## config.mk

```make
export PLATFORM = sky130hd
export DESIGN_NAME = range_tracker
export DESIGN_NICKNAME = d
export VERILOG_FILES = /design/src/rtl/range_tracker.sv
export SDC_FILE = /design/constraint.sdc
export NUM_CORES = 1
export LEC_CHECK = 0
export CAP_MARGIN = 0
export CORE_ASPECT_RATIO = 0.7
export CORE_MARGIN = 5
export CORE_UTILIZATION = 43
export DETAILED_ROUTE_END_ITERATION = 8
export PLACE_DENSITY = 0.77
export SETUP_SLACK_MARGIN = 0.5
export SLEW_MARGIN = 10
export SYNTH_ARGS = -nofsm -noshare
export SYNTH_HDL_FRONTEND = slang
export SYNTH_SLANG_ARGS = --single-unit
```

## constraint.sdc

```tcl
create_clock -name clk -period 1.6 [get_ports clk]
set_input_delay 0.32 -clock clk [delete_from_list [all_inputs] [get_ports clk]]
set_output_delay 0.32 -clock clk [all_outputs]
set_load 0.02 [all_outputs]
```

## src/rtl/range_tracker.sv

```systemverilog
// Per-channel windowed min/max/span (plus sum when RANGE_TRACKER_SUM_EN is defined) over WIN accepted samples.
// Report appears the cycle after the WIN-th accept and holds until out_ready; in_ready is low while reporting or during clr.
module range_tracker #(
  parameter int W   = 4,
  parameter int CH  = 2,
  parameter int WIN = 8,
  parameter int CW  = $clog2(WIN + 1),
  parameter int SW  = W + $clog2(WIN) + 1
) (
  input  logic            clk,
  input  logic            rst,
  input  logic            clr,
  input  logic            in_valid,
  output logic            in_ready,
  input  logic [CH*W-1:0] in_data,
  output logic            out_valid,
  input  logic            out_ready,
  output logic [CH*W-1:0] out_min,
  output logic [CH*W-1:0] out_max,
  output logic [CH*W-1:0] out_span,
  output logic [CH*SW-1:0] out_sum
);

  typedef enum logic {ACC = 1'b0, RPT = 1'b1} state_t;

  state_t        state, state_nxt;
  logic [CW-1:0] cnt;
  logic          accept, first, last;

  assign in_ready  = (state == ACC) && !clr;
  assign out_valid = (state == RPT);
  assign accept    = in_valid && in_ready;
  assign first     = (cnt == '0);
  assign last      = (cnt == CW'(WIN - 1));

  always_ff @(posedge clk or negedge rst) begin
    if (!rst) state <= ACC;
    else      state <= state_nxt;
  end

  always_comb begin
    state_nxt = state;
    if (clr) begin
      state_nxt = ACC;
    end else begin
      case (state)
        ACC:     if (accept && last) state_nxt = RPT;
        RPT:     if (out_ready)      state_nxt = ACC;
        default: state_nxt = ACC;
      endcase
    end
  end

  // cnt parks at WIN during the report and clears on the report handshake
  always_ff @(posedge clk or negedge rst) begin
    if (!rst)                        cnt <= '0;
    else if (clr)                    cnt <= '0;
    else if (accept)                 cnt <= cnt + CW'(1);
    else if (out_valid && out_ready) cnt <= '0;
  end

  for (genvar k = 0; k < CH; k++) begin : g_ch
    logic [W-1:0] smp, mn, mx;

    assign smp = in_data[k*W +: W];

    always_ff @(posedge clk or negedge rst) begin
      if (!rst) begin
        mn <= '1;
        mx <= '0;
      end else if (clr) begin
        mn <= '1;
        mx <= '0;
      end else if (accept) begin
        if (first || smp < mn) mn <= smp;
        if (first || smp > mx) mx <= smp;
      end
    end

    assign out_min[k*W +: W]  = mn;
    assign out_max[k*W +: W]  = mx;
    assign out_span[k*W +: W] = out_valid ? (mx - mn) : '0;

`ifdef RANGE_TRACKER_SUM_EN
    logic [SW-1:0] sm;

    always_ff @(posedge clk or negedge rst) begin
      if (!rst)        sm <= '0;
      else if (clr)    sm <= '0;
      else if (accept) sm <= first ? SW'(smp) : sm + SW'(smp);
    end

    assign out_sum[k*SW +: SW] = sm;
`else
    assign out_sum[k*SW +: SW] = '0;
`endif
  end

endmodule

```

==> Yosys cells after proc, flatten, opt, wreduce, memory -nomap -nowiden <==
Cells that the tools add are included.
Widths: inputs -> output; s select.
{ "word_totals": {"register_bits": 21, "out_inout_bits": 42, "word_cells": 56} }
{ "op_classes": {"addsub": 3, "n_lt_le_gt_ge": 4, "eq_ne": 1, "mux": 21, "n_bitwise": 1, "reduce_logical": 20} }
{ "op_table": {"columns": ["operator", "n"], "rows": [
  ["$mux 4", 17],
  ["$reduce_bool 2->1", 5],
  ["$gt 4x4->1", 2],
  ["$lt 4x4->1", 2],
  ["$reduce_and 2->1", 4],
  ["$sub 4x4->4", 2],
  ["$add 4x1->4 const B", 1],
  ["$eq 4x3->1 const B", 1],
  ["$logic_and 1x1->1", 4],
  ["$logic_not 4->1", 1],
  ["$logic_or 1x1->1", 4],
  ["$mux 1", 3],
  ["$reduce_bool 3->1", 1],
  ["$pmux 1 s2", 1],
  ["$logic_not 1->1", 1],
  ["$not 1->1", 1]
]} }

==> Logic depth before layout (Yosys ltp) <==
Gate-level depths: netlist (run 1).
{ "logic_depth": {"ltp_word": 7, "depth_mapped": 6, "ltp_nobuf": 6} }

==> Worst setup path before layout (run 1) <==
No wires, ideal clock.
{ "synth_timing": {"path_type": "register -> output", "from": "register g_ch[0].mn[1]", "to": "output port out_span[3]", "arrival_time_ns": 1.900, "required_ns": 1.280, "setup_slack_ns": -0.620, "path_stages_with_launch": 7, "n_path_buf": 0, "path_cell_list": "dfstp_2 inv_1 ha_1 nor2b_1 o21a_1 o21ai_0 nor3b_1"} }
{ "synth_between": {"elab_chain_cells": 2} }
{ "synth_rtl": {"columns": ["element", "line", "text"], "rows": [
  ["from (decl)", "63", "logic [W-1:0] smp, mn, mx;"],
  ["from (signal assigned)", "75", "if (first || smp < mn) mn <= smp;"],
  ["$sub 4x4->4", "82", "assign out_span[k*W +: W] = out_valid ? (mx - mn) : '0;"],
  ["$mux 4", "82", null],
  ["to (decl)", "20", "output logic [CH*W-1:0] out_span,"]
]} }
No other way between the ends.

==> Worst setup path in the final report (run 1) <==
{ "layout_timing": {"from": "register g_ch[1].mn[1]", "to": "output port out_span[7]"} }
{ "layout_between": {"elab_chain_cells": 2} }
{ "layout_rtl": {"columns": ["element", "line"], "rows": [
  ["from (decl)", "63"],
  ["from (signal assigned)", "75"],
  ["$sub 4x4->4", "82"],
  ["$mux 4", "82"]
]} }
No other way between the ends.

==> impl_metrics.csv, run 1 <==
group,metric,value,unit
cts,cts-buffers-inserted,3,
worst_setup_path,path_cells,"inv_4 -> ha_4 -> nor2b_4 -> o21a_1 -> o21ai_1 -> nor3b_4 -> buf_6",
pwr,pwr-share-comb,53.9,%
pwr,power.share.sequential,29.3,%
synthesis,seq_area_frac_synth,29.5,%
worst_setup_path,required,1.28,ns
synthesis,syn-mean-instance-area,9.26,sq um
grt,grt_pass1_wl,9.15,mm
drt,wl,7.06,mm
cts,clock_path_buffers,2,
floorplanning,io_pins,55,
pwr,p_leak,0.00156,uW
drt,drt_pass1_iterations,4,
timing,fmaxAchievable,454,MHz
worst_setup_path,cp_top_family,"flip-flops",
cts,cts_tree,"yes",
finish,multi_input_area,1500,sq um
floorplanning,start_util,45.4,%
worst_setup_path,cp_num_buf_inv,2,
grt,grt_usage,20.9,%
finish,fin_nets,343,
grt,antenna_found_initial,0,
pwr,switching_share,37.9,%
worst_setup_path,worstSetupPathType,"reg2out",
timing,hold_violations,0,
timing,rsz0062_at_grt,"yes",
timing,final.setup_skew,0.00451,ns
cts,cts_hold_buf,0,
min_path,worstHoldPathType,"in2async",
worst_setup_path,slowest_stage,"dfstp_2",
cts,clk_pin_slew,0.08,ns
finish,mostFrequentLayoutCells,"buf_6, buf_4, conb_1",
worst_setup_path,end_kind,"primary output",
placed_design,dp_hpwl,4.01,mm
timing,holdWs,0.414,ns
timing,setup_violations,22,
timing,slew_viol_final,0,
placed_design,port_buffers,38,
grt,first_global_vias,1901,
timing,setup_tns,-7.62,ns
pwr,p_int,1350,uW
floorplanning,dieWidth,87.6,um
drt,wl_per_cell,19.8,um
drt,via_per_inst,5.53,
cts,clock-root-buffer,"clkbuf_8",
drt,postRouteAntennaNets,0,
finish,antenna_cells,0,
floorplanning,fp.coreArea,3990,sq um
pwr,ir_drop,0.000483,V
synthesis,synth_seq_cells,21,
floorplanning,rows,19,
finish,drive_gt1_share,59.0,%
timing,fin_crit,2.20,ns
grt,grt-ovfl-total,0,
synthesis,ys_types,44,
synthesis,synthesis.area,1810,sq um
worst_setup_path,crit_path_max_fanout,2,
timing,timing.final.crit_share,138,%
synthesis,synth_edf_count,0,
pwr,pwr_density_cell,654,nW/um^2
cts,clkSinkCount,21,
worst_setup_path,critPathLaunchType,"register",
synthesis,synth-warning-count,0,
drt,route.detailed.drc,0,
finish,n_fill_cell,209,
finish,area_growth,83.8,%
drt,drt_iter0_markers,97,
floorplanning,dieArea,5640,sq um
drt,vias,1973,
grt,grt_max_degree,22,
status,status,"finished with violations",
synthesis,synth_ff_type,"dfrtp_1",
worst_setup_path,max_stage_delay,0.58,ns
timing,setup_slack,-0.602,ns
job,max_cap_viol_count,0,
floorplanning,die_h,64.3,um
cts,cts_max_level,1,
finish,regArea,538,sq um
status,violations,"setup timing",
worst_setup_path,arrival,1.88,ns
pwr,p_switching,826,uW
synthesis,ys_async_sr_fraction,100,%
placed_design,gp_congestion,0.917,
cts,clk_latency,0.27,ns
finish,final_common_cell,"buf_6",
pwr,clock_power_share,16.8,%
synthesis,synthCells,196,
==> area by class of cell <==
class | count | area share (%)
clock buffers | 4 | 1.35
repair buffers | 109 | 32.5
flip-flops and latches | 21 | 16.1
inverters | 24 | 3.04
multi-input cells | 147 | 45.1
well taps | 52 | 1.95
==> logic make-up (layout without fill, tap and decap cells) <==
| group | after synthesis | after routing | share of synthesized area (%) |
|---|---|---|---|
| and+or+nand+nor | 48 | 48 | 14.7 |
| AOI/OAI and AO/OA | 46 | 46 | 18.8 |
| buffers and inverters | 43 | 137 | 12.6 |
| adders and majority gates | 24 | 24 | 17.4 |
| DFF | 21 | 21 | 29.5 |
| muxes | 8 | 8 | 4.41 |
| xor gates and xnor gates | 5 | 5 | 2.41 |
| other | 1 | 16 | 0.207 |
==> repair_timing <==
action,4_1_cts,5_1_grt
resized for setup,198,38
cloned,1,0
endpoints found under the setup margin,47,47
buffers inserted,9,11
pin swaps,19,27
==> state kept, by name (all words and copies together) (netlist names) <==
name and flops:
g_ch.mn 8, g_ch.mx 8, out_valid 1, cnt 4
==> path summary, 6_finish.rpt <==
kind / to / from / slack, ns / depth (start not counted)
hold reg to reg: cnt[0] / cnt[0] / 0.59 / 3
setup / recovery: out_span[7] / g_ch[1].mn[1] / -0.60 / 7
hold / removal: g_ch[1].mx[3] / rst / 0.41 / 2
max in group asynchronous: g_ch[0].mn[0] / rst / 0.90 / 2
setup reg to reg: g_ch[1].mn[1] / g_ch[1].mn[1] / -0.38 / 8
min in group clk: g_ch[1].mn[0] / in_data[4] / 0.53 / 4
==> metal layers <==
metal / routed length [um] / global-route usage (%) / up-vias
met5: 0 / 0 / -
met4: 261 / 4.41 / 0
met3: 383 / 4.62 / 25
met2: 3550 / 35.1 / 88
met1: 2860 / 27.7 / 968
li1: - / - / 892
==> power by group through the flow <==
stage               clock network (uW)  registers, uW  logic, uW
global placement                     0            634        859
floorplan                            0            701        470
CTS                                367            633       1020
detailed placement                   0            638        886
global route                       389            643       1250
finish                             366            638       1180
==> Yosys cell counts (2+ instances only) <==
library cell | number | share of area, %
buf_4 | 16 | 6.6
dfstp_2 | 8 | 12
nand4_1 | 3 | 1.0
o211a_1 | 2 | 1.1
o2111ai_1 | 3 | 1.4
o21a_1 | 2 | 0.83
nor3_1 | 2 | 0.55
o221ai_1 | 3 | 1.4
ha_1 | 22 | 15
fa_1 | 2 | 2.2
and2_1 | 2 | 0.69
a22oi_1 | 2 | 0.83
xnor2_1 | 5 | 2.4
nor3b_1 | 4 | 1.7
nand2_1 | 6 | 1.2
nor2b_1 | 4 | 1.4
a21o_1 | 2 | 0.83
a32o_1 | 5 | 2.8
o211ai_1 | 2 | 0.83
o21ai_0 | 9 | 2.5
inv_1 | 24 | 5.0
a32oi_1 | 2 | 0.97
dfrtp_1 | 13 | 18
nor2_1 | 18 | 3.7
a21oi_1 | 8 | 2.2
clkbuf_1 | 2 | 0.41
mux2i_1 | 8 | 4.4
==> per-stage QoR <==
stage | utilization, % | area, sq um | setup WS (ns) | power (uW) | cells
6_report | 83.5 | 3330 | -0.602 | 2180 | 357
5_1_grt | 83.5 | 3330 | -0.659 | 2280 | 357
4_1_cts | 77.6 | 3100 | -0.557 | 2020 | 346
3_5_place_dp | 68.1 | 2720 | -0.758 | 1520 | 332
3_3_place_gp | 68.1 | 2720 | -0.712 | 1490 | 332
2_1_floorplan | - | 2040 | -0.293 | 1170 | 211
No activity file was read; power rests on OpenSTA's default activity.
==> run 2: changes to the inputs <==
CTS_CLUSTER_SIZE = 12   (was default)
PLACE_DENSITY = default   (was 0.77)
PLACE_DENSITY_LB_ADDON = 0.25   (was default)
REMOVE_ABC_BUFFERS = 1   (was default)
==> impl_metrics.csv, run 2 (synthesis gave the netlist of run 1 again) <==
group,metric,value,unit
status,status,"finished with violations",
status,violations,"setup timing",
grt,grt_max_degree,22,
drt,drt_iter0_markers,80,
timing,final.setup_skew,0.00932,ns
worst_setup_path,critPathLaunch,"g_ch[1].mn[1]",
worst_setup_path,arrival,1.85,ns
pwr,p_leak,0.00155,uW
cts,clk_latency,0.27,ns
cts,cts-buffers-inserted,3,
pwr,p_int,1370,uW
placed_design,port_buffers,38,
worst_setup_path,slowest_stage,"dfstp_2",
worst_setup_path,crit_path_max_fanout,2,
job,max_cap_viol_count,0,
grt,antenna_found_initial,0,
worst_setup_path,worstReg2RegStart,"g_ch[1].mn[1]",
pwr,pwr-share-comb,53.7,%
grt,grt_usage,19.9,%
cts,clkSinkCount,21,
floorplanning,io_pins,55,
timing,slew_viol_final,0,
placed_design,dp.cells,327,
timing,fin_crit,2.17,ns
pwr,power.total,2180,uW
pwr,clock_power_share,17.3,%
worst_setup_path,timing.rr.end,"g_ch[1].mn[2]",
worst_setup_path,max_stage_delay,0.55,ns
drt,wl,6.57,mm
floorplanning,fp.coreArea,3990,sq um
placed_design,dp_hpwl,4.01,mm
finish,multi_input_area,1450,sq um
drt,drt_pass1_iterations,4,
finish,drive_gt1_share,55.9,%
cts,cts_hold_buf,0,
pwr,ir_drop,0.000476,V
finish,fin_nets,344,
floorplanning,die_h,64.3,um
grt,first_global_vias,1796,
drt,wl_per_cell,18.3,um
timing,setup_slack,-0.574,ns
pwr,pwr_density_cell,671,nW/um^2
floorplanning,dieArea,5640,sq um
finish,area_growth,78.7,%
worst_setup_path,r2r_cells,8,
worst_setup_path,worstSetupPathType,"reg2out",
cts,cts_tree,"yes",
pwr,power.share.sequential,29.1,%
finish,stdcell_count,358,
timing,hold_violations,0,
cts,cts_max_level,1,
pwr,p_switching,809,uW
timing,setup_violations,23,
drt,via_per_inst,5.44,
drt,vias,1947,
floorplanning,dieWidth,87.6,um
placed_design,gp_congestion,0.854,
grt,grt_pass1_wl,8.76,mm
finish,top_regs,"g_ch.mn: 8 flops, g_ch.mx: 8 flops, cnt: 4 flops",
finish,n_fill_cell,229,
floorplanning,start_util,45.4,%
cts,clock_path_buffers,2,
floorplanning,rows,19,
worst_setup_path,reg2reg_slack,-0.47,ns
pwr,switching_share,37.2,%
worst_setup_path,endpoint,"out_span[7]",
worst_setup_path,path_cells,"inv_2 -> ha_4 -> nor2b_4 -> o21a_1 -> o21ai_1 -> nor3b_2 -> buf_4",
timing,fmaxAchievable,460,MHz
drt,route.detailed.drc,0,
worst_setup_path,end_kind,"primary output",
finish,regArea,536,sq um
finish,antenna_cells,0,
min_path,worstHoldPathType,"in2async",
timing,rsz0062_at_grt,"yes",
worst_setup_path,required,1.28,ns
drt,postRouteAntennaNets,0,
timing,timing.final.crit_share,136,%
grt,grt-ovfl-total,0,
worst_setup_path,critPathLaunchType,"register",
cts,clk_pin_slew,0.09,ns
finish,mostFrequentLayoutCells,"buf_6, buf_4, conb_1",
cts,clock-root-buffer,"clkbuf_8",
## run 2: final cells by class
cell class / count / share of cell area (%)
multi-input cells: 147 / 44.8
repair buffers: 110 / 32.1
flip-flops and latches: 21 / 16.5
inverters: 24 / 3.16
well taps: 52 / 2.01
clock buffers: 4 / 1.39
## run 2: metal layers
metal | vias to the layer above | wire [um] | track usage [%]
met3 | 13 | 580 | 3.98
met5 | - | 0 | 0
met4 | 0 | 102 | 2.11
met2 | 101 | 3210 | 32.8
li1 | 882 | - | -
met1 | 951 | 2680 | 27.9
## run 2: metrics by stage
step / setup WS [ns] / setup TNS [ns] / hold slack, ns / util, % / instance area (sq um)
floorplan: -0.620 / -4.67 / 0.0244 / - / 1730
global placement: -0.801 / -12.92 / 0.588 / 63.0 / 2510
detailed placement: -0.824 / -13.48 / 0.592 / 63.0 / 2510
CTS: -0.543 / -6.23 / 0.404 / 71.1 / 2840
global route: -0.637 / -9.89 / 0.418 / 81.2 / 3240
finish: -0.574 / -8.21 / 0.399 / 81.2 / 3240
## run 2: worst min path at each step
stage,startpoint,end
2_1_floorplan,rst,cnt[0]
3_3_place_gp,g_ch[0].mn[2],g_ch[0].mn[2]
3_5_place_dp,g_ch[0].mn[2],g_ch[0].mn[2]
4_1_cts,rst,g_ch[0].mx[3]
5_1_grt,rst,g_ch[0].mx[3]
6_report,rst,g_ch[1].mx[2]
## run 2: worst max-delay path, delay by kind of cell (launching register included)
kind	cells	cell delay (ns)
buffers and inverters	2	0.21
AO/OA/AOI/OAI	2	0.31
AND/OR/NAND/NOR	2	0.30
flip-flops	1	0.55
adder cells (fa/ha/maj)	1	0.21
## run 2: what timing repair did
| action | 4_1_cts | 5_1_grt |
|---|---|---|
| pin swaps | 26 | 26 |
| hold endpoints to repair | 0 | 0 |
| gates resized for setup | 202 | 66 |
| cloned | 0 | 1 |
| buffers inserted | 10 | 16 |
| setup endpoints to repair | 47 | 47 |
## run 2: power by group through the flow
stage / Combinational, uW / Sequential, uW / Clock (uW)
detailed placement: 798 / 627 / 0
CTS: 929 / 629 / 379
finish: 1170 / 632 / 376
floorplan: 350 / 692 / 0
global route: 1240 / 638 / 400
global placement: 783 / 625 / 0
